===== config.mk =====
export PLATFORM = sky130hd
export DESIGN_NAME = alu_pipe
export DESIGN_NICKNAME = d
export VERILOG_FILES = /design/src/rtl/alu_pipe.sv
export SDC_FILE = /design/constraint.sdc
export NUM_CORES = 1
export LEC_CHECK = 0
export BUFFER_PORTS_ARGS = -buffer_cell sky130_fd_sc_hd__clkbuf_2
export CORE_MARGIN = 2
export CORE_UTILIZATION = 40
export DETAILED_ROUTE_END_ITERATION = 10
export GPL_TIMING_DRIVEN = 0
export PLACE_DENSITY = 0.67
export SLEW_MARGIN = 20
export SYNTH_ARGS = -nofsm -noshare
export SYNTH_HDL_FRONTEND = slang
export SYNTH_SLANG_ARGS = --single-unit

===== constraint.sdc =====
create_clock -name clk -period 5.45 [get_ports clk]
set_clock_uncertainty 0.15 [all_clocks]
set_input_delay 0.8175 -clock clk [delete_from_list [all_inputs] [get_ports clk]]
set_output_delay 0.8175 -clock clk [all_outputs]
set_load 0.01 [all_outputs]

===== src/rtl/alu_pipe.sv =====
// alu_pipe: single-stage pipelined ALU with an internal accumulator and a
// valid/ready handshake on both sides.
//
// Ports:
//   clk        - clock, all state updates on the rising edge
//   rst_n      - asynchronous active-low reset
//   in_valid   - A, B and sel are presented this cycle
//   in_ready   - combinational: a transfer is accepted this cycle
//   A, B       - WIDTH-bit operands
//   sel        - 4-bit opcode
//   X          - registered WIDTH-bit result
//   flags      - registered {ovf, carry, zero}
//   out_valid  - X/flags hold an unconsumed result
//   out_ready  - consumer takes the result this cycle
//
// Build option: define ALU_SATURATE_EN to clamp add-type ops to all-ones on
// carry-out and subtract-type ops to zero on borrow. Without it, results wrap.
module alu_pipe #(
  parameter int unsigned WIDTH = 6
) (
  input  logic             clk,
  input  logic             rst_n,
  input  logic             in_valid,
  output logic             in_ready,
  input  logic [WIDTH-1:0] A,
  input  logic [WIDTH-1:0] B,
  input  logic [3:0]       sel,
  output logic [WIDTH-1:0] X,
  output logic [2:0]       flags,
  output logic             out_valid,
  input  logic             out_ready
);

  localparam int unsigned MSB = WIDTH - 1;

  localparam logic [3:0] OP_ZERO = 4'b0000;
  localparam logic [3:0] OP_A    = 4'b0001;
  localparam logic [3:0] OP_B    = 4'b0010;
  localparam logic [3:0] OP_ADD  = 4'b0011;
  localparam logic [3:0] OP_SUB  = 4'b0100;
  localparam logic [3:0] OP_AND  = 4'b0101;
  localparam logic [3:0] OP_OR   = 4'b0110;
  localparam logic [3:0] OP_XOR  = 4'b0111;
  localparam logic [3:0] OP_NOT  = 4'b1000;
  localparam logic [3:0] OP_SHL  = 4'b1001;
  localparam logic [3:0] OP_SHR  = 4'b1010;
  localparam logic [3:0] OP_INC  = 4'b1011;
  localparam logic [3:0] OP_DEC  = 4'b1100;
  localparam logic [3:0] OP_AADD = 4'b1101;
  localparam logic [3:0] OP_ACLR = 4'b1110;
  localparam logic [3:0] OP_ARD  = 4'b1111;

  logic [WIDTH-1:0] acc;

  logic             accept_c;
  logic [WIDTH-1:0] add_a_c, add_b_c, sub_a_c, sub_b_c;
  logic [WIDTH:0]   sum_c, diff_c;
  logic             add_ovf_c, sub_ovf_c;
  logic [WIDTH-1:0] add_res_c, sub_res_c;
  logic [WIDTH-1:0] res_c, acc_nxt_c;
  logic             carry_c, ovf_c;

  assign in_ready = !out_valid || out_ready;
  assign accept_c = in_valid && in_ready;

  // Operand steering for the shared adder and subtractor
  always_comb begin
    add_a_c = A;
    add_b_c = B;
    sub_a_c = A;
    sub_b_c = B;
    if (sel == OP_INC) add_b_c = WIDTH'(1);
    if (sel == OP_AADD) begin
      add_a_c = acc;
      add_b_c = A;
    end
    if (sel == OP_DEC) sub_b_c = WIDTH'(1);
  end

  // Extra top bit carries the unsigned carry-out / borrow
  assign sum_c  = {1'b0, add_a_c} + {1'b0, add_b_c};
  assign diff_c = {1'b0, sub_a_c} - {1'b0, sub_b_c};

  // Signed overflow: like-signed add or unlike-signed subtract flipping sign
  assign add_ovf_c = (add_a_c[MSB] == add_b_c[MSB]) && (sum_c[MSB]  != add_a_c[MSB]);
  assign sub_ovf_c = (sub_a_c[MSB] != sub_b_c[MSB]) && (diff_c[MSB] != sub_a_c[MSB]);

`ifdef ALU_SATURATE_EN
  assign add_res_c = sum_c[WIDTH]  ? {WIDTH{1'b1}} : sum_c[WIDTH-1:0];
  assign sub_res_c = diff_c[WIDTH] ? {WIDTH{1'b0}} : diff_c[WIDTH-1:0];
`else
  assign add_res_c = sum_c[WIDTH-1:0];
  assign sub_res_c = diff_c[WIDTH-1:0];
`endif

  // Result, raw carry/overflow and next accumulator per opcode
  always_comb begin
    res_c     = '0;
    carry_c   = 1'b0;
    ovf_c     = 1'b0;
    acc_nxt_c = acc;
    unique case (sel)
      OP_ZERO: res_c = '0;
      OP_A:    res_c = A;
      OP_B:    res_c = B;
      OP_ADD, OP_INC: begin
        res_c   = add_res_c;
        carry_c = sum_c[WIDTH];
        ovf_c   = add_ovf_c;
      end
      OP_SUB, OP_DEC: begin
        res_c   = sub_res_c;
        carry_c = diff_c[WIDTH];
        ovf_c   = sub_ovf_c;
      end
      OP_AND:  res_c = A & B;
      OP_OR:   res_c = A | B;
      OP_XOR:  res_c = A ^ B;
      OP_NOT:  res_c = ~A;
      OP_SHL: begin
        res_c   = {A[MSB-1:0], 1'b0};
        carry_c = A[MSB];
      end
      OP_SHR: begin
        res_c   = {1'b0, A[MSB:1]};
        carry_c = A[0];
      end
      OP_AADD: begin
        res_c     = add_res_c;
        carry_c   = sum_c[WIDTH];
        ovf_c     = add_ovf_c;
        acc_nxt_c = add_res_c;
      end
      OP_ACLR: begin
        res_c     = '0;
        acc_nxt_c = '0;
      end
      OP_ARD:  res_c = acc;
      default: res_c = '0;
    endcase
  end

  // Output stage and accumulator; held unless a transfer is accepted
  always_ff @(posedge clk or negedge rst_n) begin
    if (!rst_n) begin
      X         <= '0;
      flags     <= 3'b000;
      out_valid <= 1'b0;
      acc       <= '0;
    end else if (accept_c) begin
      X         <= res_c;
      flags     <= {ovf_c, carry_c, (res_c == '0)};
      out_valid <= 1'b1;
      acc       <= acc_nxt_c;
    end else if (out_ready) begin
      out_valid <= 1'b0;
    end
  end

endmodule


==> impl_metrics.csv <==
group,metric,value,unit
die,dieArea,6430,um^2
synthesis,yosysSeqAreaShare,0.173,
cts,numCtsBuffers,3,
die,ios,31,
place,dp_hpwl,5.87,mm
synthesis,synth_xor_area_frac,0.0189,
die,die_y,80.2,um
cts,cts_max_level,1,
cells_and_area,area_growth,12.3,%
global_route,grt_pass1_vias,2295,
cts,cts_sinks,16,
global_route,grt_pass1_wl,11.9,mm
synthesis,synthTopCellsByArea,"dfrtp_1, ha_1, nand2_1, nor2b_1, a21oi_1",
synthesis,synthAdderAreaFrac,0.147,
die,die_x,80.2,um
timing,finalSetupViolations,0,
critical_path,required,5450,ps
cells_and_area,stdcell_area,2610,um^2
synthesis,synth_cells,299,
cts,ctsLongestPathBuffers,2,
synthesis,synth-compound-area-share,0.281,
cts,cts-root-buf,"clkbuf_8",
drt,drt_iter0_drc,246,
pwr,finalPower,0.000488,W
synthesis,synth_flop_cell,"dfrtp_1",
outcome,status,"finished, final reports clean",
synthesis,yosys.area_share.simple,0.271,
cells_and_area,post-route-util,0.470,
global_route,overflow,0,
synthesis,synth_top_area_frac,0.173,
synthesis,synth_edf_count,0,
die,row_count,27,
die,core_area,5540,um^2
place,placed_area,2550,um^2
hold_path,min_path_type,"input pin to async pin",
synthesis,synth-seq-cells,16,
cells_and_area,final_nets,378,
timing,rsz0062_at_grt,"no",
synthesis,synth_top_cell_by_area,"dfrtp_1",
synthesis,netlist_area,2320,um^2
drt,drt_wl_total,7.56,mm
synthesis,synth_commonest_cells,"nand2_1, ha_1, nor2_1",
drt,num_vias,2494,
synthesis,syn_area_per_cell,7.76,um^2
global_route,antenna_found_initial,0,
die,start_util,0.419,
timing,max_freq,220,MHz
cts,postCtsSetupBuffers,0,
critical_path,path_class,"input pin to flip-flop",
drt,drc_errors,0,
drt,ant_nets,0,
flow_run,maxCapViolCount,0,
pwr,p_leak,1.17,nW
synthesis,yosysWarnings,0,
cts,cts_tree,"done",
global_route,grt_util_all_layers,0.240,
synthesis,syn_nets,345,
timing,drv_slew,0,
timing,fin_hold_ws,335,ps
synthesis,async_flop_share,1.00,
global_route,grt_max_degree,17,
pwr,vdd_ir_drop_max,0.132,mV
synthesis,synth_mux_area_frac,0.0469,
place,routabilityCongestion,0.895,
synthesis,netlist-cell-type-count,64,
critical_path,worst_ep_arrival_time,4540,ps
drt,drt_first_pass_iters,5,
cts,post_cts_resized,0,
synthesis,synth.most_common_cell,"nand2_1",
drt,wl_per_cell,18.8,um
timing,setup_tns,0,ps
timing,post-route-min-period,4540,ps
critical_path,rr_worst_depth,8,
cts,hold_buffers,0,
timing,timing.final.crit_share,0.833,
drt,viasPerCell,6.19,
timing,hold_viol,0,
critical_path,crit_fanout,10,
cells_and_area,antennaDiodeCount,0,
cts,clkSlewWorstSetupHoldPaths,60,ps
place,portBuffers,28,
timing,maxSlewHeadroom,0.521,
cts,worstSkewPairLatency,250,ps
pwr,p_per_area,187,nW/um^2
cells_and_area,drive_above_1_share,0.181,
critical_path,critPathCaptureType,"flip-flop",
critical_path,critPathLaunchType,"input pin",
timing,worstMarginPinSlew,718,ps
synthesis,synth_top_family_by_area,"compound AO/OA/AOI/OAI gates",
-- kinds of logic (layout without fill, tap and decap cells) --
group	Yosys count	count (layout)
AOI/OAI and AO/OA	92	92
xor gates and xnor gates	5	5
adders and majority gates	26	26
buffers and inverters	35	67
DFF	16	16
muxes	10	10
and+or+nand+nor	115	115
-- registers in the layout, summed over array words and instances, names as in the netlist --
signal	cells
X	6
acc	6
flags	3
out_valid	1
-- worst max-delay path, stage by stage --
cell,delay (ps)
clkbuf_2,90
buf_4,160
clkbuf_1,410
clkbuf_1,430
nand3_1,380
nand2_1,150
o21ai_0,170
ha_1,330
a211oi_1,410
o21bai_1,160
a21oi_1,290
xor2_1,220
o22ai_1,150
o41ai_2,360
-- area by class of cell --
class,instances,area (um^2)
Fill cell,591,2930
Multi-Input combinational cell,248,1770
Sequential cell,16,400
Timing Repair Buffer,28,140
Buffer,21,95.1
Tap cell,72,90.1
Clock buffer,4,55.1
Inverter,14,52.6
-- report_power, final --
part	total (W)	switching (W)	internal, W
Combinational	0.000225	0.000132	0.0000926
Sequential	0.000159	0.0000182	0.000141
Clock	0.000104	0.0000402	0.0000641
Total	0.000488	0.000191	0.000298
-- cell usage in the layout (no fill, tap or decap), drive strengths merged, types with 3 or more instances in the layout --
cell	count
o21ai	19
inv	14
a22o	6
nand4b	3
a2bb2oi	4
nand2b	5
mux2	7
a31oi	4
a21oi	18
or3b	4
clkbuf	43
ha	24
nor2	23
a211oi	3
dfrtp	16
nand3	8
a21boi	3
nand2	27
nor2b	16
and3	4
o31ai	3
nor3	5
xor2	3
a22oi	3
a221oi	3
buf	10
o22ai	3
mux2i	3
o2111ai	3
o32ai	3
-- routing by layer --
| layer | GRT usage | wire (um) |
|---|---|---|
| met5 | 0 | 0 |
| met3 | 0.0315 | 492 |
| met1 | 0.342 | 3430 |
| met2 | 0.383 | 3470 |
| met4 | 0.0593 | 168 |
-- per-stage QoR --
stage / worst slack [ps] / instances
after floorplan: 1600 / 299
final: 909 / 403
after detailed placement: 722 / 399
after global placement: 723 / 399
after CTS: 972 / 403
after global routing: 523 / 403
-- worst paths after layout --
path                       slack, ps            startpoint              endpoint
max                              910                sel[3]  flags[0]$_DFFE_PN0P_
min                              330                 rst_n    acc[1]$_DFFE_PN0P_
max reg2reg                     2520    acc[0]$_DFFE_PN0P_  flags[0]$_DFFE_PN0P_
min reg2reg                      340  flags[0]$_DFFE_PN0P_  flags[0]$_DFFE_PN0P_
max in group asynchronous       4530                 rst_n  flags[2]$_DFFE_PN0P_
min in group clk                 340  flags[0]$_DFFE_PN0P_  flags[0]$_DFFE_PN0P_
Power figures use the tool's default switching activity.
